==> src/rtl/serial_adder_8bit.sv <==
// Bit-serial adder: operands are latched on start and summed LSB-first through
// one full-adder cell and a carry flop. A one-cycle done pulse marks s/cout valid.
module serial_adder_8bit #(
  parameter int WIDTH = 8
) (
  input  logic             clk,
  input  logic             rst,
  input  logic             start,
  input  logic [WIDTH-1:0] a,
  input  logic [WIDTH-1:0] b,
  input  logic             cin,
  output logic             busy,
  output logic             done,
  output logic [WIDTH-1:0] s,
  output logic             cout
);

  localparam int CW = (WIDTH > 1) ? $clog2(WIDTH) : 1;

  typedef enum logic [1:0] {
    IDLE,
    RUN,
    DONE
  } state_t;

  state_t state;
  state_t nextState;

  logic [WIDTH-1:0] ra;
  logic [WIDTH-1:0] rb;
  logic [WIDTH-1:0] acc;
  logic             carry;
  logic [CW-1:0]    cnt;

  logic sumBit;
  logic carryNext;
  logic lastBit;

  // Single full-adder cell working on the current LSBs and the stored carry
  always_comb begin
    sumBit    = ra[0] ^ rb[0] ^ carry;
    carryNext = (ra[0] & rb[0]) | (ra[0] & carry) | (rb[0] & carry);
    lastBit   = (cnt == CW'(WIDTH - 1));
  end

  // State register; reset returns to IDLE from anywhere, discarding partial work
  always_ff @(posedge clk) begin
    if (rst) begin
      state <= IDLE;
    end else begin
      state <= nextState;
    end
  end

  // Next-state and status outputs; start is only honoured in IDLE
  always_comb begin
    nextState = state;
    busy      = 1'b0;
    done      = 1'b0;
    case (state)
      IDLE: begin
        if (start) begin
          nextState = RUN;
        end
      end
      RUN: begin
        busy = 1'b1;
        if (lastBit) begin
          nextState = DONE;
        end
      end
      DONE: begin
        done      = 1'b1;
        nextState = IDLE;
      end
      default: begin
        nextState = IDLE;
      end
    endcase
  end

  // Datapath: latch operands, shift one bit per cycle, publish result on the last bit
  always_ff @(posedge clk) begin
    if (rst) begin
      ra    <= '0;
      rb    <= '0;
      acc   <= '0;
      carry <= 1'b0;
      cnt   <= '0;
      s     <= '0;
      cout  <= 1'b0;
    end else begin
      case (state)
        IDLE: begin
          if (start) begin
            ra    <= a;
            rb    <= b;
            carry <= cin;
            acc   <= '0;
            cnt   <= '0;
          end
        end
        RUN: begin
          ra    <= {1'b0, ra[WIDTH-1:1]};
          rb    <= {1'b0, rb[WIDTH-1:1]};
          acc   <= {sumBit, acc[WIDTH-1:1]};
          carry <= carryNext;
          cnt   <= cnt + 1'b1;
          if (lastBit) begin
            s    <= {sumBit, acc[WIDTH-1:1]};
            cout <= carryNext;
          end
        end
        default: begin
        end
      endcase
    end
  end

endmodule
==> config.mk <==
export PLATFORM = sky130hd
export DESIGN_NAME = serial_adder_8bit
export DESIGN_NICKNAME = d
export VERILOG_FILES = /design/src/rtl/serial_adder_8bit.sv
export SDC_FILE = /design/constraint.sdc
export NUM_CORES = 1
export LEC_CHECK = 0
export ABC_AREA = 1
export CELL_PAD_IN_SITES_DETAIL_PLACEMENT = 0
export CELL_PAD_IN_SITES_GLOBAL_PLACEMENT = 1
export CORE_ASPECT_RATIO = 1.75
export CORE_UTILIZATION = 35
export CTS_BUF_LIST = sky130_fd_sc_hd__clkbuf_2 sky130_fd_sc_hd__clkbuf_4 sky130_fd_sc_hd__clkbuf_8
export CTS_CLUSTER_DIAMETER = 100
export DETAILED_ROUTE_END_ITERATION = 8
export HOLD_SLACK_MARGIN = 0.02
export PLACE_DENSITY = 0.86
export SETUP_SLACK_MARGIN = 0.05
export SLEW_MARGIN = 20
export SYNTH_ARGS = -nofsm -noshare
export SYNTH_HDL_FRONTEND = slang
export SYNTH_SLANG_ARGS = --single-unit
==> constraint.sdc <==
create_clock -name clk -period 1.25 [get_ports clk]
set_input_delay 0.25 -clock clk [delete_from_list [all_inputs] [get_ports clk]]
set_output_delay 0.25 -clock clk [all_outputs]
set_load 0.1 [all_outputs]
* Word level (Yosys, flattened, before mapping)
Cells that the tools add are included.
** Word-level totals
- Register bits :: 39
- Word-level logic and storage cells :: 41
- Input bits :: 20
** Operators by class
- Reductions and logical operators :: 5
- Add/sub/neg operators :: 1
- Eq/ne operators :: 5
- Muxes and demuxes :: 15
- Bitwise operators :: 7
** Operator list (count)
- one-hot mux 8 bit (2 select lines) :: 3
- 2-to-1 mux 8 bit :: 3
- one-hot mux 3 bit (2 select lines) :: 1
- AND reduction 2 bit :: 3
- 2-to-1 mux 2 bit :: 2
- != test 2 bit (second input constant) :: 2
- one-hot mux 2 bit (2 select lines) :: 1
- adder 3 x 1 -> 3 bit (second input constant) :: 1
- AND 1 bit :: 3
- == test 3 bit (second input constant) :: 1
- 2-to-1 mux 1 bit :: 3
- 2-to-1 mux 3 bit :: 1
- == test 2 x 1 -> 1 bit (second input constant) :: 1
- == test 2 bit (second input constant) :: 1
- logical NOT 2 bit :: 1
- OR 1 bit :: 2
- one-hot mux 1 bit (2 select lines) :: 1
- nonzero test 2 bit :: 1
- XOR 1 bit :: 2

* Logic depth before layout (Yosys ltp)
Gate-level depths: netlist of the first run.
- Depth after elaboration :: 4
- Gate-level depth with buffers :: 7
- Mapped depth without buffers :: 7

* Worst setup path before layout of the first run
Ideal clock, no wire load.
- Kind :: reg2out
- Start :: reg state[0]
- End :: out done
- Stages on the path, launching flop included :: 4
- Buffers on the path :: 2
- Setup slack :: -0.868 ns
- Data arrival time :: 1.868 ns
- Path through :: dfxtp_1 > buf_4 > buf_2 > nor2_1
** On the way
- Cells in the longest elaborated chain, start to end :: 2
** RTL lines
- from (decl) :: line 26 : state_t state;
- from (signal assigned) :: line 51 : state <= nextState;
- == test 2 bit :: line 60 : case (state)
- 2-to-1 mux 1 bit :: line 60
- to (decl) :: line 13 : output logic done,
No other way between the ends.

* Worst setup path after layout of the first run
- Start :: reg state[0]
- End :: out busy
** On the way
- Cells in the longest elaborated chain, start to end :: 2
** RTL lines
- == test 2 x 1 -> 1 bit :: line 60
- 2-to-1 mux 1 bit :: line 60
- to (decl) :: line 12 : output logic busy,
No other way between the ends.

==> run summary, run 1 <==
In this run, placement finished with an instance count of 318. Global routing consumed, on the met3 layer, 4.53% of the routing resources. Synthesis produced a netlist whose cell count is 235. The final reports fail on setup timing.

The number of buffers on the longest clock path came out at 2. Initial antenna violation count: 0. The register-to-register path setup slack was -0.02 ns; the insertion delay of the later-clocked pin in the worst-skew pair was 0.29 ns. The cell occurring most often along the worst timing path is buf_12. The power density over cell area is 943 nW/um^2.

The arrival time of data at the critical path endpoint was 1.06 ns; the maximum number of pins on one net before global-route repair was 15. The delay of the slowest cell on the worst path was 0.39 ns. Walking the worst path, the cells encountered are buf_12 -> nand2_8 -> inv_8 -> buf_12.

Power share of the clock group: 29.9%. The routed layout has 1699 vias. The analysis attributes to net switching a power of 724 uW. The count of nets left with antenna violations after detail routing was 0; the number of library cell types mapped by synthesis was 17. The tools report the standard cell area after detailed placement as 2230 um^2. Largest fanout on the critical path: 3.

After detailed routing, the number of remaining DRC violations is 0. TritonCTS built the clock tree. The tools report the endpoint of the lowest-slack register-to-register path as ra[3]. The share of total power dissipated in sequential elements is 49.3%. The first global-routing pass estimated 6.85 mm of wire.

The layer flagged by global routing as most heavily used is met2. The run gives 0.481 ns as the worst hold slack. The worst register-to-register path begins at state[0].

The total wire length is 4.55 mm, and the netlist area before placement is 1700 um^2. Setup repair after global routing could not meet its margin everywhere. Measured in cells, the most critical reg-to-reg path has a length of 8. In the global route stage, met1 resource usage came out at 20.0%. The sort of element at the end of the critical path was an output pin.

The routed design could run at a clock period as short as 1.31 ns. The logs give 5 for the clock buffer count from CTS and 1.91 mW for the total internal power. The path class of the tightest hold or removal check is flop to flop. The mean routed wirelength per cell came out at 13.3 um. The repair_antennas step left the layout with diodes totalling 0.

The clock edge transition at the registers on the reported setup and hold paths works out to 0.08 ns. In this run the core area contains 33 standard-cell rows. The tree is rooted in a clkbuf_8. The number of nets handed over by synthesis was 258.

Mean post-synth cell area: 7.23 um^2. After detailed routing, the number of vias per cell comes to 4.95. The max-slew violation count was 0; the switching share of power was 27.5%. Fraction of layout cells with a size suffix above 1: 38.8%.

The run gives 0 as the number of warnings printed during yosys synthesis. During I/O placement, the number of pins put on the boundary was 31. For the starting density of the core, the log shows 36.4%. At the worst endpoint, the required time is 1.00 ns. After routing the design area is 2790 um^2. The max-cap violation count was 0; the transition time at the pin with the least slew margin was 0.249 ns. The global routing met2 resource utilization was 31.7%; the peak supply drop was 0.945 mV. The die is 54.7 um wide. STA classifies the critical path startpoint as a flop.

For the worst max-slew margin expressed relative to the limit, the log shows 83.4%. After legalization and detailed placement, the total HPWL measured 2.69 mm. The slowest stage of the critical path is the dfxtp_4 cell.

The tools report the end of the worst hold path as acc[3]. For the core region area, the log shows 4670 um^2. The worst hold path begins at acc[3]. For the total congestion overflow after global routing, the log shows 0.

The final clock skew came out at 0.00799 ns. For this run, the detailed router's first-pass iteration total came to 4. After the flow finishes, the layout carries non-filler instances totaling 343. Number of global-route vias before repair: 1546. The global placer's final weighted congestion was 0.782. The post-route setup TNS was -0.158 ns.

The area growth from synthesis to layout is 64.3%. The tree built by TritonCTS fans out to 38 sinks. The run gives 0 as the number of hold buffers added after CTS. For this run, the post-layout net count is 314.

The worst setup slack after layout came out at -0.0642 ns. The worst hold path was traced through 2 stages. The synthesized design contains 38 register bits. The number of failing hold endpoints at the final stage was 0. Port buffer count: 30. Measured along the y axis, the die boundary spans 94.2 um. The critical path contains buffers and inverters numbering 3 combined.

Gate family responsible for the most delay along the worst path: flip-flops. For this run, the top clock speed supported by timing is 761 MHz. The die covers 5150 um^2. Of the available clock period, the critical path in the final layout requires 105%. The run gives 4 as the total setup violations reported at the end of the flow. The power share of the combinational group was 20.8%. Global routing consumed, over all layers together, 18.3% of the routing resources. The tools report the number of H-tree branching levels as 2.

For this run, the register share of the synthesized area comes to 44.8%. The tools report the leakage dissipation as 1.18 nW. The setup path with the least slack is of type flop to output pin. For the count of routing violations after the opening detailed-route iteration, the log shows 57. The completed layout was analyzed and its total power is 2.63 mW. The run finished, with violations left.
[cells by family (layout without fill, tap and decap cells)]
kind of cell,count (synthesis),after routing,synth area share [%]
compound gates,37,37,10.9
fa+ha+maj,3,3,2.65
buf+inv,47,102,12.7
flops,38,38,44.8
simple gates,110,111,29.0
[synthesized netlist by cell type]
master	n	area share (%)
ha_1	2	1.5
o21ai_1	2	0.59
fa_1	1	1.2
clkbuf_1	4	0.88
inv_1	27	6.0
buf_4	5	2.2
nand2_2	1	0.37
nand3_1	44	13
inv_2	5	1.1
a21oi_1	25	7.4
dfxtp_1	38	45
nand2_4	3	2.0
o21ai_0	10	2.9
buf_6	2	1.3
nand2_1	38	8.4
buf_2	4	1.2
nor2_1	24	5.3
[worst reg2reg max path: stages, from the launching register on]
cell     delay, ns
dfxtp_4       0.37
buf_12        0.13
nand2_8       0.07
buf_12        0.14
buf_8         0.13
nand2_8       0.07
buf_4         0.14
nand3_1       0.06
a21oi_1       0.06
[layer usage]
layer,vias to the layer above,share of wire [%]
met5,-,0
met4,0,0.95
met3,4,3.7
met2,41,56
met1,793,39
li1,861,-
[worst max-delay path by stage]
stage                     slack (ns)  cells after the start     to     start
after floorplan                -0.02                      3   done  state[1]
after global placement         -0.16                      6  carry     start
after detailed placement       -0.16                      6  rb[3]     start
after CTS                      -0.08                      3   done  state[0]
after global routing           -0.11                      4   busy  state[0]
final                          -0.06                      4   busy  state[0]
[sequential cells by signal, summed over array words and instances (netlist names)]
register  cells
cout          1
ra            8
cnt           3
state         2
carry         1
s             8
rb            8
acc           7
[placed cells by master, fill, tap and decap left out, types with 8 or more instances in the layout]
cell type        instances
dfxtp_2                 12
buf_12                  16
nand2_1                 28
clkdlybuf4s50_1         19
nand2_2                 10
nand3_1                 34
inv_1                   27
buf_4                   20
nor2_1                  19
a21oi_1                 18
o21ai_1                  8
dfxtp_1                 24
[power by group through the flow]
| stage | sequential [mW] | combinational (mW) | clock [mW] |
|---|---|---|---|
| global placement | 1.32 | 0.369 | 0 |
| global route | 1.30 | 0.591 | 0.882 |
| finish | 1.30 | 0.549 | 0.787 |
| floorplan | 1.31 | 0.242 | 0 |
| detailed placement | 1.32 | 0.369 | 0 |
| CTS | 1.29 | 0.456 | 0.818 |
[through the flow]
stage	worst slack (ns)	utilization [%]
floorplan	-0.0185	-
global placement	-0.159	47.9
detailed placement	-0.164	47.9
CTS	-0.0801	55.0
global route	-0.107	59.8
finish	-0.0642	59.8
[timing repair]
item                       CTS  global route
setup endpoints to repair   17            32
gates cloned                 2             0
buffers inserted             7            10
resized for setup           38            45
pin swaps                    7            12
[area by class of cell]
type,instances,area [um^2]
Clock buffer,5,68.8
Clock inverter,2,10.0
Fill cell,383,1870
Inverter,32,143
Multi-Input combinational cell,151,960
Sequential cell,38,783
Tap cell,52,65.1
Timing Repair Buffer,63,762
Power figures use the tool's default switching activity.
==> run 2: changes to the inputs <==
GPL_TIMING_DRIVEN = 0   (was not set)
PLACE_DENSITY = not set   (was 0.86)
PLACE_DENSITY_LB_ADDON = 0.1   (was not set)
==> run summary, run 2 (synthesis gave the netlist of run 1 again) <==
Power share of the combinational group: 20.3%. Most common cell after layout, fill and taps aside: nand2_1. On the final layout, the worst hold slack is 0.329 ns. Across every metal layer, demand over resource in global routing totals 20.8%. For the worst setup path, the data arrival time is 1.14 ns. The reg-to-reg startpoint is state[1].

The analysis attributes to net switching a power of 795 uW. 0 antenna diodes ended up in the layout. The post-route netlist has 45.7% of its cells at a drive strength greater than 1. Of all nets on the critical path, the largest fanout is 4. In the layout the commonest cells are nand2_1, nand3_1, inv_1. In the global route stage, met2 resource usage came out at 37.9%. The final clock skew is 0.0112 ns. 31 I/O pins were placed.

The maximum number of pins on one net before global-route repair came out at 13. The startpoint identified for the worst hold timing path is rst. Compared with the post-synthesis result, the final layout area differs by 70.5%. The count of nets after finishing is 315.

The max-slew violation count was 0; the number of vias after detailed routing was 1714. For this block, the initial DRC count from the detailed router was 20. During placement, the flow inserted port buffers numbering 29. Summed over all failing endpoints, the final setup total negative slack is -0.456 ns.

In this run the most used layer during global routing was met2. Headroom to the max-slew limit came out at 52.3%. After clock tree synthesis, the clock-pin slew on the worst setup and hold paths is 0.08 ns. The remaining design rule violation count was 0. The run finished, with violations left. For the total wire length, the log shows 5.04 mm.

In this run, placement finished with an instance count of 316. The ratio of final minimum period to clock period works out to 111%. For this run, the detailed router's first-pass iteration total came to 4. The first global-routing pass estimated 7.61 mm of wire.

For this design the static power due to leakage is 1.26 nW. After clock tree synthesis, the flow added hold-fix buffers numbering 0. The cell sitting at the root of the clock tree is a clkbuf_8. The peak supply drop was 0.884 mV. Setup repair after global routing could not meet its margin everywhere. Once placement finished, the instance area stood at 2090 um^2. Class of the most critical setup path: flop to output pin.

The finished cells cover 2900 um^2. The number of buffers on the longest clock path is 2, and the power share of the clock group is 36.1%. The largest registers in the layout are ra (8), rb (8), s (8).

After legalization and detailed placement, the total HPWL measured 3.14 mm. The number of failing hold endpoints at the final stage is 0, and the overall die area is 5150 um^2. The worst hold path stage count is 2, and the core region area is 4670 um^2.

Net switching is 26.7% of the power. The sort of element at the end of the critical path is an output pin. Global routing used 21.2% of the available met1 tracks. For this run the aggregate overflow at the end of global routing stands at 0. The path class of the tightest hold or removal check is input pin to flop. The cell count of the worst reg-to-reg path works out to 9.

Dividing the detail-routed wire length by the instance count gives 14.6 um. The tools report the number of global-route vias before repair as 1638. The worst setup path is launched from a flop. At the later pin of the worst-skew pair, clock insertion delay measures 0.29 ns.

In this run, CTS created clock tree buffers numbering 5. The final reports fail on setup timing. The setup check on the worst reg-to-reg path leaves a slack of -0.03 ns. STA puts the critical path data required time at 1.00 ns. For the max-cap violation count, the log shows 0.

End of the worst hold path: acc[2]. Power comes to 2.98 mW. For the pin with the worst max-slew slack, the measured transition is 0.715 ns. The initial antenna violation count is 0, and the fraction of met3 tracks used by global routing is 4.69%.

Subtracting the final worst setup slack from the clock period gives 1.39 ns. For the maximum frequency from static timing analysis, the log shows 718 MHz. TritonCTS built the clock tree. After detailed routing, the number of vias per cell comes to 4.97. CTS built an H-tree with a depth of 2. TritonCTS sink count: 38. The die is 94.2 um tall.

The worst register-to-register path ends at acc[5]. Routability-driven placement finished with a final weighted congestion of 0.726. From left edge to right edge, the die measures 54.7 um.

Row generation in the floorplan step produced 33 rows. Once the floorplan was initialized, standard cells occupied 36.4% of the core. The count of nets left with antenna violations after detail routing is 0, and the power density over cell area is 1030 nW/um^2.

For the worst setup slack after layout, the log shows -0.143 ns. The critical path starts at state[0]. Setup violations remaining at the end of the flow were counted as 19. Sequential cells burn 43.6% of the power.

For this run, the number of standard cells in the final layout without fillers is 345. Total internal power: 2.18 mW.
## run 2: what timing repair did
action / in CTS / in global routing
resized for setup: 123 / 69
buffers inserted: 14 / 4
pin swaps: 13 / 21
endpoints found under the setup margin: 29 / 44
cloned: 2 / 4
## run 2: metal layers
| metal | routed length, um | up-vias |
|---|---|---|
| met5 | 0 | - |
| met4 | 99 | 0 |
| met3 | 118 | 10 |
| met2 | 2930 | 24 |
| met1 | 1890 | 815 |
| li1 | - | 865 |
## run 2: worst max-delay path by stage
| stage | end | slack [ns] | cells past startpoint |
|---|---|---|---|
| floorplan | done | -0.02 | 3 |
| global placement | busy | -0.95 | 5 |
| detailed placement | busy | -0.95 | 5 |
| CTS | done | -0.15 | 4 |
| global route | done | -0.18 | 4 |
| finish | done | -0.14 | 4 |
## run 2: power by group through the flow
stage	Sequential [mW]	Clock, mW	Combinational (mW)
2_1_floorplan	1.31	0	0.242
3_3_place_gp	1.32	0	0.367
3_5_place_dp	1.32	0	0.367
4_1_cts	1.29	1.09	0.469
5_1_grt	1.30	1.13	0.647
6_report	1.30	1.08	0.603
## run 2: layout make-up
type	instances	area, um^2
clock buffer	6	76.3
tap	52	65.1
buffer	14	151
sequential	38	778
fill	413	1770
timing repair buffer	51	604
clock inverter	2	37.5
inverter	32	140
multi-input combinational	150	1040
## run 2: through the flow
stage | worst slack (ns) | util [%]
3_3_place_gp | -0.953 | 44.9
2_1_floorplan | -0.0185 | -
5_1_grt | -0.179 | 62.1
4_1_cts | -0.148 | 54.3
3_5_place_dp | -0.953 | 44.9
6_report | -0.143 | 62.1
## run 2: worst max-delay path, stage by stage (launching register included)
cell and delay, ns:
dfxtp_2 0.32, buf_6 0.13, buf_8 0.12, nor2_4 0.11, buf_12 0.18
